**src/rtl/if_stage.sv**
```systemverilog
// Instruction fetch stage: PC register, BOOT/RUN sequencer and the IF/ID pipeline register.
// A fetch that completes (imem_ready) is captured into IF/ID at the same edge.
module if_stage #(
  parameter logic [31:0] RESET_PC  = 32'h0000_0000,
  parameter logic [31:0] NOP_INSTR = 32'h0000_0013
) (
  input  logic        clk,
  input  logic        rst,
  input  logic        stall,
  input  logic        flush,
  input  logic        branch_taken,
  input  logic [31:0] branch_target,
  output logic        imem_req,
  output logic [31:0] imem_addr,
  input  logic [31:0] imem_rdata,
  input  logic        imem_ready,
  output logic [31:0] if_id_pc,
  output logic [31:0] if_id_instr,
  output logic [6:0]  if_id_opcode,
  output logic        if_id_valid
);

  typedef enum logic {BOOT = 1'b0, RUN = 1'b1} state_t;

  typedef struct packed {
    logic [31:0] pc;
    logic [31:0] instr;
    logic        valid;
  } ifid_t;

  state_t      state;
  logic [31:0] pc;
  ifid_t       ifid;

  assign imem_addr    = {pc[31:2], 2'b00};
  assign if_id_pc     = ifid.pc;
  assign if_id_instr  = ifid.instr;
  assign if_id_opcode = ifid.instr[6:0];
  assign if_id_valid  = ifid.valid;

  // Priority: redirect > flush > stall > completed fetch > memory wait.
  always_ff @(posedge clk or posedge rst) begin
    if (rst) begin
      state    <= BOOT;
      imem_req <= 1'b0;
      pc       <= RESET_PC;
      ifid     <= '{pc: RESET_PC, instr: NOP_INSTR, valid: 1'b0};
    end else if (state == BOOT) begin
      state    <= RUN;
      imem_req <= 1'b1;
    end else begin
      imem_req <= 1'b1;
      if (branch_taken) begin
        pc   <= {branch_target[31:2], 2'b00};
        ifid <= '{pc: pc, instr: NOP_INSTR, valid: 1'b0};
      end else if (flush) begin
        ifid <= '{pc: pc, instr: NOP_INSTR, valid: 1'b0};
      end else if (!stall) begin
        if (imem_ready) begin
          ifid <= '{pc: pc, instr: imem_rdata, valid: 1'b1};
          pc   <= pc + 32'd4;
        end else begin
          ifid <= '{pc: pc, instr: NOP_INSTR, valid: 1'b0};
        end
      end
    end
  end

endmodule

```
**config.mk**
```make
export PLATFORM = sky130hd
export DESIGN_NAME = if_stage
export DESIGN_NICKNAME = d
export VERILOG_FILES = /design/src/rtl/if_stage.sv
export SDC_FILE = /design/constraint.sdc
export NUM_CORES = 1
export LEC_CHECK = 0
export ABC_AREA = 1
export BUFFER_PORTS_ARGS = -buffer_cell sky130_fd_sc_hd__buf_2
export CAP_MARGIN = 15
export CORE_MARGIN = 3
export CORE_UTILIZATION = 40
export CTS_CLUSTER_DIAMETER = 150
export DETAILED_ROUTE_END_ITERATION = 10
export PLACE_DENSITY = 0.75
export SLEW_MARGIN = 25
export SYNTH_ARGS = -nofsm -noshare
export SYNTH_HDL_FRONTEND = slang
export SYNTH_SLANG_ARGS = --single-unit
```
**constraint.sdc**
```tcl
create_clock -name clk -period 3.5 [get_ports clk]
set_input_delay 0.175 -clock clk [delete_from_list [all_inputs] [get_ports clk]]
set_output_delay 0.175 -clock clk [all_outputs]
set_load 0.02 [all_outputs]
```
== Word-level counts from Yosys, hierarchy flattened ==
Cells that the tools add are included.
Operators by class
  $add $sub $neg: 1
  multiply operators: 0
  div/mod/pow operators: 0
  magnitude comparators: 0
  equality and inequality tests: 3
  shifts and indexed selects: 0
  muxes and demuxes: 8
  bitwise logic cells: 0
  reductions and logical operators: 3
Operators by type and width (count)
  2-to-1 mux 65 bit: 3
  2-to-1 mux 32 bit: 4
  2-to-1 mux 33 bit: 1
  adder 32 x 3 -> 32 bit, second input constant: 1
  inequality test 2 x 1 -> 1 bit, second input constant: 2
  AND reduction 4 bit: 1
  inequality test 3 x 1 -> 1 bit, second input constant: 1
  AND reduction 2 bit: 1
  nonzero test 2 bit: 1
Storage, ports and cells
  flip-flop bits (word level): 98
  latch bits: 0
  memory bits (writable): 0
  ROM bits: 0
  bits of input ports: 70
  output and inout port bits: 105
  logic and storage cells: 20
  memories kept: 0

== Logic depth before layout (Yosys ltp) ==
  depth after elaboration: 5
  mapped depth: 10
  depth with buffers taken out: 10

== Worst setup path before layout ==
Ideal clock, no wire load.
  path type: register -> register
  start point: register pc[3]
  end point: register pc[26]
  library setup time: 117 ps
  data arrival time: 1487 ps
  data required time: 3383 ps
  setup slack: 1896 ps
  stages on the path, launching flop included: 11
  path buffers: 0
  clock period less this slack: 1604 ps
  cell sequence: dfrtp_1 -> ha_1 -> nand2_1 -> nor2_2 -> nand2_1 -> nor2_1 -> nand2_1 -> nand2_1 -> nand3_1 -> nand2_1 -> nand2_1
On the way
  cells in the longest elaborated chain, start to end: 5
Ends and longest elaborated chain
  start: declaration: RTL line 32  | logic [31:0] pc;
  start signal: assignment: RTL line 54  | pc <= {branch_target[31:2], 2'b00};
  start signal: assignment: RTL line 61  | pc <= pc + 32'd4;
  adder 32 x 3 -> 32 bit: RTL line 61
  2-to-1 mux 32 bit: RTL line 59  | if (imem_ready) begin
  2-to-1 mux 32 bit: RTL line 58  | end else if (!stall) begin
  2-to-1 mux 32 bit: RTL line 56  | end else if (flush) begin
  2-to-1 mux 32 bit: RTL line 53  | if (branch_taken) begin
Every way passes these cells. The select of a mux whose other input is x is not followed.
A chain may end at the register's enable or synchronous reset.

== Final worst setup path ==
  start point: input branch_taken
  end point: register pc[15]
On the way
  cells in the longest elaborated chain, start to end: 2
  elaborated cells on any way between the ends: 5
  classes of those cells: 2 x eq/ne; 1 x mux; 2 x reduce/logical
Ends and longest elaborated chain
  start: declaration: RTL line 11  | input logic branch_taken,
  inequality test 2 x 1 -> 1 bit (no source line) / nonzero test 2 bit (equally long branches)
  AND reduction 4 bit (no source line)
Parallel ways exist; a longest one is shown, timed or not.

==> reports/summary.md <==
### Synthesis
- **gate count of the mapped netlist** 592
- **sequential share of the synthesized area** 50.6%
- **prevailing post-synth register cell** sky130_fd_sc_hd__dfrtp_1
- **async set or reset register ratio after synthesis** 100%
- **Warnings, synthesis** 0
- **Post-synth EDFFs** 0
- **synthesized area per cell** 7.87 um^2
- **number of different library cells in the post-synthesis netlist** 28
- **#FFs+latches synth** 94
- **mapped cell area** 4660 um^2

### Die
- **Std-Cell Rows** 38
- **Die X-Extent** 114 um
- **count of pins on the block boundary** 175
- **Starting Density** 41.9%
- **core area** 11100 um^2
- **area of the die** 13000 um^2
- **chip height** 114 um

### Placement
- **placed wire-length estimate after detailed placement** 10.0 mm
- **Port Buf Inserts** 168
- **Routability Congestion** 0.889
- **setup slack after placement** 1.23 ns
- **cell count after placement** 875

### Clock tree
- **clk sinks** 94
- **clk slew on worst S/H paths** 0.07 ns
- **Clock Tree Buf Depth** 2
- **hold bufs inserted after CTS** 0
- **CTS root buf** sky130_fd_sc_hd__clkbuf_16
- **Inserted Clock Buffers** 9
- **TritonCTS clock tree** done
- **post-CTS setup buffers** 0
- **latest clock arrival within the worst-skew pair** 0.34 ns
- **H-tree lvl count** 3
- **number of instances resized during post-cts repair** 0

### Worst setup path
- **required time of the worst setup path** 3.74 ns
- **CP Capture Type** flip-flop
- **worst endpoint data arrival time** 2.16 ns
- **kind of start point of the critical path** primary input
- **largest fanout on the critical path** 30
- **RR Startpoint** pc[3]$_DFFE_PP0P_
- **type of the worst setup path** in2reg
- **Worst R2R Path Depth** 10
- **Setup crit start** branch_taken

### Run
- **number of max-cap violations** 0

### Power
- **fraction of power consumed by combinational cells** 25.7%
- **worst-case vdd ir drop** 0.000267 V
- **Sw Pwr** 1.16 mW
- **Internal Pwr Total** 2.15 mW
- **switching share of power** 35.1%
- **share of total power in the clock network** 32.0%
- **proportion of power drawn by flip-flops and latches** 42.3%
- **power per cell area** 562 nW/um^2
- **leakage power of the design** 3.10 nW
- **total power of the final layout** 3.31 mW

### Cells and area
- **most common library cell in the layout ignoring fill and taps** sky130_fd_sc_hd__nand2_1
- **fill cell count** 1089
- **area growth from synthesis to layout** 26.3%
- **ANT cells** 0
- **net total in the final layout** 817
- **share of post-route cells with drive strength above 1** 27.2%
- **most used cells in the layout excluding fill and tap cells** sky130_fd_sc_hd__nand2_1 (172), sky130_fd_sc_hd__buf_2 (168), sky130_fd_sc_hd__dfrtp_1 (91)
- **Layout Cells excl Fill** 891

### Timing
- **Max-slew headroom** 45.1%
- **worst hold slack** -0.00801 ns
- **final setup slack of the worst path** 1.58 ns
- **RSZ-0062 raised after global routing** false
- **final count of pins violating max slew** 0
- **fmax** 519 MHz
- **final critical-path required period** 1.92 ns
- **worst slew pin tran** 0.824 ns
- **Setup TNS Final** 0 ns
- **Tcrit/Tclk final** 55.0%
- **final clock skew** 0.00804 ns
- **final setup vio count** 0
- **final hold violation count** 4

### Detailed routing
- **1st-pass router iterations** 5
- **# DRC** 0
- **average routed wire per standard cell** 14.9 um
- **antenna violation net count after detailed routing** 0
- **vias per inst** 4.94
- **final routed wirelength across all metal layers** 13.3 mm
- **number of vias after detailed routing** 4402
- **Detailed Route Iter0 Violations** 272

### Global routing
- **remaining global-route overflow** 0
- **largest net degree at the start of global routing** 67
- **via count of the first global-routing pass** 4095
- **GRT Resource Usage Total** 20.5%
- **wire length of the first global-routing pass** 21.1 mm
- **initial antenna violation count** 0

### Status
- **violations in the final reports** hold timing
- **run status** finished with violations

### Min path
- **class of the most critical hold timing path** in2async

[sequential cells by signal, indices dropped and copies added, names as in the netlist]
name and cells:
state 1, if_id_pc 30, pc 30, if_id_valid 1
if_id_instr 32
[critical path, cell delays in order]
cell	delay [ns]
sky130_fd_sc_hd__buf_2	0.47
sky130_fd_sc_hd__inv_2	0.35
sky130_fd_sc_hd__nand2_2	0.20
sky130_fd_sc_hd__nand3_1	0.27
sky130_fd_sc_hd__buf_4	0.31
sky130_fd_sc_hd__a21oi_1	0.15
sky130_fd_sc_hd__o21ai_0	0.10
sky130_fd_sc_hd__nand2_1	0.08
sky130_fd_sc_hd__inv_1	0.04
[stage by stage]
step,instance area [um^2],utilization [%]
floorplan,4670,-
global placement,5560,50.0
detailed placement,5560,50.0
CTS,5880,52.9
global route,5880,52.9
finish,5880,52.9
[synth_stat cells, types with 2 or more instances]
cell type                  count  area [um^2]
sky130_fd_sc_hd__nand2_1     172          646
sky130_fd_sc_hd__a22o_1       29          254
sky130_fd_sc_hd__nand3_1      32          160
sky130_fd_sc_hd__o22a_1        3         26.3
sky130_fd_sc_hd__nor3_1        4         20.0
sky130_fd_sc_hd__o22ai_1       4         25.0
sky130_fd_sc_hd__o21ai_0      58          290
sky130_fd_sc_hd__a21oi_1      19         95.1
sky130_fd_sc_hd__dfstp_2       3         78.8
sky130_fd_sc_hd__buf_2        12         60.1
sky130_fd_sc_hd__dfrtp_1      91         2280
sky130_fd_sc_hd__xor2_1        2         17.5
sky130_fd_sc_hd__buf_4        12         90.1
sky130_fd_sc_hd__clkbuf_1     12         45.0
sky130_fd_sc_hd__nor2_2        3         18.8
sky130_fd_sc_hd__inv_1        52          195
sky130_fd_sc_hd__conb_1        2         7.51
sky130_fd_sc_hd__nor2_1       72          270
[area by class of cell]
type                    count  area [um^2]  share of cell area [%]
clock buffers              10          229                    3.89
inverters                  53          201                    3.42
repair buffers            177          908                    15.4
clock inverters             6         92.6                    1.57
flip-flops and latches     94         2360                    40.0
well taps                 140          175                    2.98
multi-input cells         411         1920                    32.7
[final timing paths]
path / endpoint / slack (ns)
worst max-delay path: pc[15]$_DFFE_PP0P_ / 1.58
worst min-delay path: if_id_instr[12]$_DFFE_PP0P_ / -0.008
worst max register to register: pc[26]$_DFFE_PP0P_ / 1.68
worst min register to register: if_id_valid$_DFFE_PP0P_ / 0.48
max in group asynchronous: if_id_instr[28]$_DFFE_PP0P_ / 2.77
min in group clk: if_id_instr[9]$_DFFE_PP0P_ / 0.05
[layer usage]
metal / vias up / share of wire [%] / track usage [%]
met3: 11 / 7.0 / 4.51
met2: 169 / 46 / 33.4
met4: 0 / 1.1 / 4.75
met5: - / 0 / 0
li1: 2206 / - / -
met1: 2016 / 46 / 28.0
[cells by family after synthesis]
family                     after synthesis  synth area share (%)
adders and majority gates                1                 0.269
buffers and inverters                   90                  8.54
DFF                                     94                  50.6
and+or+nand+nor                        287                  24.7
xor gates and xnor gates                 2                 0.376
AOI/OAI and AO/OA                      116                  15.4
other                                    2                 0.161
[power by group through the flow]
| stage | combinational (mW) | clock [mW] | sequential, mW |
|---|---|---|---|
| floorplan | 0.349 | 0 | 1.58 |
| global placement | 0.850 | 0 | 1.41 |
| detailed placement | 0.859 | 0 | 1.42 |
| CTS | 0.861 | 1.08 | 1.40 |
| global route | 0.947 | 1.13 | 1.43 |
| finish | 0.850 | 1.06 | 1.40 |
Note: power is estimated with default switching activity, not from simulation.
